### config.mk
export PLATFORM = sky130hd
export DESIGN_NAME = serial_logic_unit
export DESIGN_NICKNAME = d
export VERILOG_FILES = /design/src/rtl/serial_logic_unit_pkg.sv /design/src/rtl/serial_logic_unit_nor_slice.sv /design/src/rtl/serial_logic_unit.sv
export SDC_FILE = /design/constraint.sdc
export NUM_CORES = 1
export LEC_CHECK = 0
export ABC_AREA = 1
export CELL_PAD_IN_SITES_DETAIL_PLACEMENT = 1
export CELL_PAD_IN_SITES_GLOBAL_PLACEMENT = 2
export CORE_MARGIN = 2
export CORE_UTILIZATION = 32
export CTS_CLUSTER_DIAMETER = 150
export CTS_CLUSTER_SIZE = 12
export DETAILED_ROUTE_END_ITERATION = 8
export GPL_TIMING_DRIVEN = 0
export HOLD_SLACK_MARGIN = 0.05
export PLACE_DENSITY = 0.85
export SLEW_MARGIN = 25
export SYNTH_ARGS = -nofsm -noshare
export SYNTH_HDL_FRONTEND = slang
export SYNTH_HIERARCHICAL = 1
export SYNTH_SLANG_ARGS = --single-unit
### constraint.sdc
create_clock -name clk -period 3 [get_ports clk]
set_input_delay 0.6 -clock clk [delete_from_list [all_inputs] [get_ports clk]]
set_output_delay 0.6 -clock clk [all_outputs]
set_load 0.05 [all_outputs]
### src/rtl/serial_logic_unit_pkg.sv
// Shared definitions for the serial logic unit: opcode encodings, FSM states
// and the slice-counter width helper.
package serial_logic_unit_pkg;

    localparam logic [2:0] OP_AND   = 3'd0;
    localparam logic [2:0] OP_OR    = 3'd1;
    localparam logic [2:0] OP_NOTA  = 3'd2;
    localparam logic [2:0] OP_NOR   = 3'd3;
    localparam logic [2:0] OP_NAND  = 3'd4;
    localparam logic [2:0] OP_XOR   = 3'd5;
    localparam logic [2:0] OP_XNOR  = 3'd6;
    localparam logic [2:0] OP_PASSA = 3'd7;

    typedef enum logic [1:0] {
        ST_IDLE = 2'd0,
        ST_BUSY = 2'd1,
        ST_DONE = 2'd2
    } state_t;

    // A single slice still needs a one-bit counter.
    function automatic int cnt_width(input int n);
        return (n > 1) ? $clog2(n) : 1;
    endfunction

endpackage

### src/rtl/serial_logic_unit_nor_slice.sv
// Combinational SLICE-wide function unit; every function is composed purely of
// two-input NOR gates, then selected by the opcode.
module nor_slice #(
    parameter int SLICE = 2
) (
    input  logic [2:0]       op,
    input  logic [SLICE-1:0] a,
    input  logic [SLICE-1:0] b,
    output logic [SLICE-1:0] y
);
    import serial_logic_unit_pkg::*;

    logic [SLICE-1:0] na_s;
    logic [SLICE-1:0] nb_s;
    logic [SLICE-1:0] nor_s;
    logic [SLICE-1:0] or_s;
    logic [SLICE-1:0] and_s;
    logic [SLICE-1:0] nand_s;
    logic [SLICE-1:0] xor_s;
    logic [SLICE-1:0] xnor_s;
    logic [SLICE-1:0] pass_s;

    // XOR = nor(a&b, ~(a|b)); inverters are nor(x, 0).
    for (genvar i = 0; i < SLICE; i++) begin : g_bit
        nor u_na   (na_s[i],   a[i],     1'b0);
        nor u_nb   (nb_s[i],   b[i],     1'b0);
        nor u_nor  (nor_s[i],  a[i],     b[i]);
        nor u_or   (or_s[i],   nor_s[i], 1'b0);
        nor u_and  (and_s[i],  na_s[i],  nb_s[i]);
        nor u_nand (nand_s[i], and_s[i], 1'b0);
        nor u_xor  (xor_s[i],  and_s[i], nor_s[i]);
        nor u_xnor (xnor_s[i], xor_s[i], 1'b0);
        nor u_pass (pass_s[i], na_s[i],  1'b0);
    end

    // Opcode select of the precomputed NOR networks.
    always_comb begin
        y = '0;
        case (op)
            OP_AND:   y = and_s;
            OP_OR:    y = or_s;
            OP_NOTA:  y = na_s;
            OP_NOR:   y = nor_s;
            OP_NAND:  y = nand_s;
            OP_XOR:   y = xor_s;
            OP_XNOR:  y = xnor_s;
            OP_PASSA: y = pass_s;
            default:  y = '0;
        endcase
    end

endmodule

### src/rtl/serial_logic_unit.sv
// Multi-cycle bitwise logic unit: valid/ready operand intake, SLICE bits of the
// result per cycle (LSB first), registered result held until consumed.
module serial_logic_unit #(
    parameter int WIDTH = 8,
    parameter int SLICE = 2
) (
    input  logic             clk,
    input  logic             reset,
    input  logic             in_valid,
    output logic             in_ready,
    input  logic [2:0]       op,
    input  logic [WIDTH-1:0] inA,
    input  logic [WIDTH-1:0] inB,
    output logic             out_valid,
    input  logic             out_ready,
    output logic [WIDTH-1:0] result,
    output logic             zero
);
    import serial_logic_unit_pkg::*;

    localparam int N     = WIDTH / SLICE;
    localparam int CNT_W = cnt_width(N);
    localparam logic [CNT_W-1:0] LAST_CNT = CNT_W'(N - 1);

    if (WIDTH < 1 || SLICE < 1 || (WIDTH % SLICE) != 0) begin : g_bad_cfg
        $error("serial_logic_unit: WIDTH must be >= 1 and a multiple of SLICE");
    end

    state_t             state_r;
    state_t             state_nxt_s;
    logic [2:0]         op_r;
    logic [WIDTH-1:0]   a_r;
    logic [WIDTH-1:0]   b_r;
    logic [WIDTH-1:0]   result_r;
    logic [WIDTH-1:0]   result_nxt_s;
    logic               zero_r;
    logic [CNT_W-1:0]   cnt_r;
    logic [SLICE-1:0]   a_slice_s;
    logic [SLICE-1:0]   b_slice_s;
    logic [SLICE-1:0]   y_s;
    logic               accept_s;
    logic               last_s;

    assign last_s = (cnt_r == LAST_CNT);
    assign result = result_r;
    assign zero   = zero_r;

    // Counter-selected operand slices feeding the single function unit.
    always_comb begin
        a_slice_s = '0;
        b_slice_s = '0;
        for (int i = 0; i < N; i++) begin
            a_slice_s = (cnt_r == CNT_W'(i)) ? a_r[i*SLICE +: SLICE] : a_slice_s;
            b_slice_s = (cnt_r == CNT_W'(i)) ? b_r[i*SLICE +: SLICE] : b_slice_s;
        end
    end

    nor_slice #(.SLICE(SLICE)) u_nor_slice (
        .op (op_r),
        .a  (a_slice_s),
        .b  (b_slice_s),
        .y  (y_s)
    );

    // Result with the current slice replaced by the function output.
    always_comb begin
        result_nxt_s = result_r;
        for (int i = 0; i < N; i++) begin
            result_nxt_s[i*SLICE +: SLICE] = (cnt_r == CNT_W'(i)) ? y_s : result_r[i*SLICE +: SLICE];
        end
    end

    // Next-state and handshake decode; handshake outputs depend on state only.
    always_comb begin
        state_nxt_s = state_r;
        in_ready    = 1'b0;
        out_valid   = 1'b0;
        accept_s    = 1'b0;
        case (state_r)
            ST_IDLE: begin
                in_ready = 1'b1;
                if (in_valid) begin
                    accept_s    = 1'b1;
                    state_nxt_s = ST_BUSY;
                end else begin
                    state_nxt_s = ST_IDLE;
                end
            end
            ST_BUSY: begin
                if (last_s) begin
                    state_nxt_s = ST_DONE;
                end else begin
                    state_nxt_s = ST_BUSY;
                end
            end
            ST_DONE: begin
                out_valid = 1'b1;
                if (out_ready) begin
                    state_nxt_s = ST_IDLE;
                end else begin
                    state_nxt_s = ST_DONE;
                end
            end
            default: state_nxt_s = ST_IDLE;
        endcase
    end

    // State register.
    always_ff @(posedge clk or posedge reset) begin
        if (reset) begin
            state_r <= ST_IDLE;
        end else begin
            state_r <= state_nxt_s;
        end
    end

    // Operand capture, slice-by-slice result build and zero flag.
    always_ff @(posedge clk or posedge reset) begin
        if (reset) begin
            op_r     <= 3'd0;
            a_r      <= '0;
            b_r      <= '0;
            result_r <= '0;
            zero_r   <= 1'b0;
            cnt_r    <= '0;
        end else begin
            case (state_r)
                ST_IDLE: begin
                    if (accept_s) begin
                        op_r     <= op;
                        a_r      <= inA;
                        b_r      <= inB;
                        result_r <= '0;
                        cnt_r    <= '0;
                    end
                end
                ST_BUSY: begin
                    result_r <= result_nxt_s;
                    if (last_s) begin
                        zero_r <= ~|result_nxt_s;
                        cnt_r  <= '0;
                    end else begin
                        cnt_r  <= cnt_r + CNT_W'(1);
                    end
                end
                default: begin
                    result_r <= result_r;
                end
            endcase
        end
    end

endmodule

==> summary.txt <==
Critical path
  – R2R depth: 19
  – Critical Path Start: cnt_r[1]
  – Crit Reg-Reg Startpoint: cnt_r[1]
  – Cell mode on critical path: nand2_1
  – CP cell instances: inv_1 -> ha_2 -> a21oi_1 -> nand2_1 -> o21ai_0 -> o21ai_2 -> inv_1 -> ha_1 -> nand4_1 -> nand2_1 -> nor2_1 -> nand3_1 -> inv_2 -> nand2_1 -> nand2_1 -> nand2_1 -> nor2_1 -> nand3_1 -> nand2_1
  – Crit path buf inv count: 3
  – Critical Path AT: 2.94 ns
  – Peak fanout along the critical path: 9
  – Slowest Stage Delay on Critical Path: 0.40 ns
  – Critical Path Slowest Stage Cell: dfrtp_1
  – Reg-to-reg endpoint: zero
  – Critical path's top delay family: simple AND/OR/NAND/NOR gates
  – Critical Path RT: 3.23 ns
  – Worst Path Class, Setup: reg2reg
  – Worst Setup Start Kind: flop
  – Reg2Reg Setup Slack: between 0.2 and 0.3 ns
  – CP endpoint kind: flop

Timing
  – Final min period: 2.71 ns
  – Fmax: 0.369 GHz
  – Fin Clk Skew: 0.00530 ns
  – Setup-failing EPs final: 0
  – Pins Over Slew Limit: 0
  – Fin worst setup slack: just under 0.3 ns
  – Setup_tns: 0 ns
  – RSZ-0062 raised after global routing: false
  – Crit share post-route: 0.904
  – Final Hold Vio Count: 0
  – Rel. slew slack: 0.544
  – Worst-margin pin slew: roughly 0.68 ns

Logic synthesis
  – Post-synth top area cell: dfrtp_1
  – Post-synthesis mux area share: 0.129
  – Post-synth EDFFs: 0
  – Ys async rst share: 1.00
  – Post-synth top flop: dfrtp_1
  – Syn_area_per_cell: 9.08 um^2
  – Seq/Total Area, Yosys: 0.422
  – Main combinational cell family by area after synthesis: simple AND/OR/NAND/NOR gates
  – Compound-Gate Fraction of Synth Area: 0.0811
  – Post-synth top area share: 0.422
  – Syn Inst Count: 209
  – Area contributors post-synth: dfrtp_1, mux2_4, nand2_1
  – Net count after synthesis: 241
  – Adder-cell share of the synthesized area: 0.0593
  – Synth Cell Area: 0.00190 mm^2
  – Simple-gate area share of the yosys netlist: 0.204
  – YS warnings: 6
  – Synth Register Bits: 32
  – Distinct cells, synth: 25
  – Xor/xnor share of the synthesized area: 0

Routing
  – First DRT Iteration DRCs: 20
  – DRC viols: 0
  – Final ANT Viol Nets: 0
  – Via/cell ratio: 4.56
  – Drt first pass iters: 4
  – Routed len/inst: 13.0 um
  – Final WL: between 4 and 5 mm
  – Vias: 1481

Cells and area
  – Most frequent cells in the layout: nand2_1, clkdlybuf4s50_1, dfrtp_1
  – Register area: 801 um^2
  – Share of layout cells above drive strength 1: 0.200
  – Filler instances: 697
  – Post-Layout Cell Count: 325
  – Commonest non-fill, non-tap cell in the layout: nand2_1
  – Final nets: between 200 and 300
  – Multi-input logic area: about 910 um^2
  – Post-layout util: 0.419
  – Synth-to-Final Area Change: 28.3%
  – Number of diodes: 0

Floorplanning
  – Die X: roughly 80 um
  – Core area: ~0.0058 mm^2
  – Row cnt: 28
  – Die ar.: 0.00656 mm^2
  – Die height: a little over 80 um
  – Ports: 34
  – Starting Density: 0.326

Power
  – Switching power: 0.00142 W
  – Final Power: 0.00301 W
  – Switch share: 0.473
  – Sequential power share: 0.255
  – Internal Power: 0.00159 W
  – Static Leakage: about 1.2 nW
  – Peak supply drop: 0.451 mV
  – Clock Power Share: 0.119
  – Pwr/cell area: 1230 mW/mm^2
  – Combinational fraction of design power: 0.626

Clock network
  – CTS tree: built
  – Sink Count: 32
  – Cts bufs inserted: 5
  – # H-tree levels: 2
  – Root Driver: clkbuf_8
  – Clock transition at path regs: 0.07 ns
  – CTS max path bufs: 2
  – Worst-Skew Late Latency: around 0.30 ns
  – Cts hold-fix bufs: 0

Worst hold path
  – Hold Path Stages: 2
  – Worst Hold Launch: zero
  – Hold Crit Class: reg2reg
  – Hold EP: zero

Global route
  – Vias in the first global route: 1485
  – Tot GR Track Use: 0.144
  – Global-route wire length before repair: 7.01 mm
  – Largest net degree at the start of global routing: 33
  – Initial antenna violation count: 0
  – GRT Residual Overflow: 0

Place
  – DP HPWL: 3.17 mm
  – DP Worst Slack: -0.0479 ns
  – Dpl cells: around 320
  – GP Congestion: 0.763
  – PortBufs: 33

Flow run
  – # Max-Cap Violations: 0

Outcome
  – Outcome: complete, no violations
## worst reg2reg max path: cells and delay by family, from the launching register on
kind / cells / cell delay [ns]
AND/OR/NAND/NOR: 11 / 0.94
adder cells (fa/ha/maj): 2 / 0.61
AO/OA/AOI/OAI: 3 / 0.42
flip-flops: 1 / 0.40
buffers and inverters: 3 / 0.31
## what timing repair did
action / CTS / global route
buffers inserted: 0 / 1
cloned: 0 / 0
gates resized for setup: 1 / 15
pin swaps: 0 / 3
endpoints found under the setup margin: 1 / 7
## cell usage after synthesis, types with 3 or more instances
cell type   n
nand4_1    10
inv_1      30
ha_1        9
a21oi_1     6
nand2_1    45
buf_6       4
dfrtp_1    32
nand3_1    10
mux2_4     14
o22ai_1     5
mux2_2      3
o21ai_0    14
nor2_1     13
## per-stage QoR
step / area (um^2) / hold WS, ns
floorplan: 1900 / 0.476
global placement: 2320 / 0.476
detailed placement: 2320 / 0.493
CTS: 2410 / 0.512
global route: 2440 / 0.530
finish: 2440 / 0.501
## kinds of logic after synthesis
family / count (synthesis)
buffers and inverters: 39
flip-flops: 32
multiplexers: 17
AO/OA/AOI/OAI: 28
adder cells (fa/ha/maj): 9
AND/OR/NAND/NOR: 84
## how the worst max path moves through the flow
stage / slack [ns] / cells past startpoint / to
final: 0.29 / 19 / zero
after global routing: 0.002 / 19 / zero
after floorplan: 0.54 / 21 / zero
after detailed placement: -0.05 / 19 / zero
after global placement: 0.04 / 19 / zero
after CTS: 0.04 / 19 / zero
## layer usage
layer	vias up	track usage	part of all wire
met5	-	0	0
met4	0	0.0661	0.021
met3	8	0.0333	0.040
met2	31	0.231	0.45
met1	682	0.183	0.49
li1	760	-	-
## sequential cells by signal, indices dropped and copies added (netlist names)
name and count:
a_r 8, cnt_r 2, zero 1, result 8, state_r 2, op_r 3, b_r 8
## final cells by class
| type | instances | area share |
|---|---|---|
| clock buffers | 6 | 0.0339 |
| inverters | 32 | 0.0524 |
| multi-input cells | 138 | 0.374 |
| clock inverters | 2 | 0.00411 |
| flip-flops and latches | 32 | 0.329 |
| plain buffers | 6 | 0.0298 |
| repair buffers | 34 | 0.139 |
| well taps | 75 | 0.0385 |
## power groups by stage
stage | registers (W) | logic, W | clock network (W)
finish | 0.000766 | 0.00188 | 0.000357
CTS | 0.000771 | 0.00185 | 0.000368
global route | 0.000794 | 0.00210 | 0.000383
detailed placement | 0.000776 | 0.00184 | 0
floorplan | 0.000889 | 0.00126 | 0
global placement | 0.000767 | 0.00181 | 0
Power figures use the tool's default switching activity.
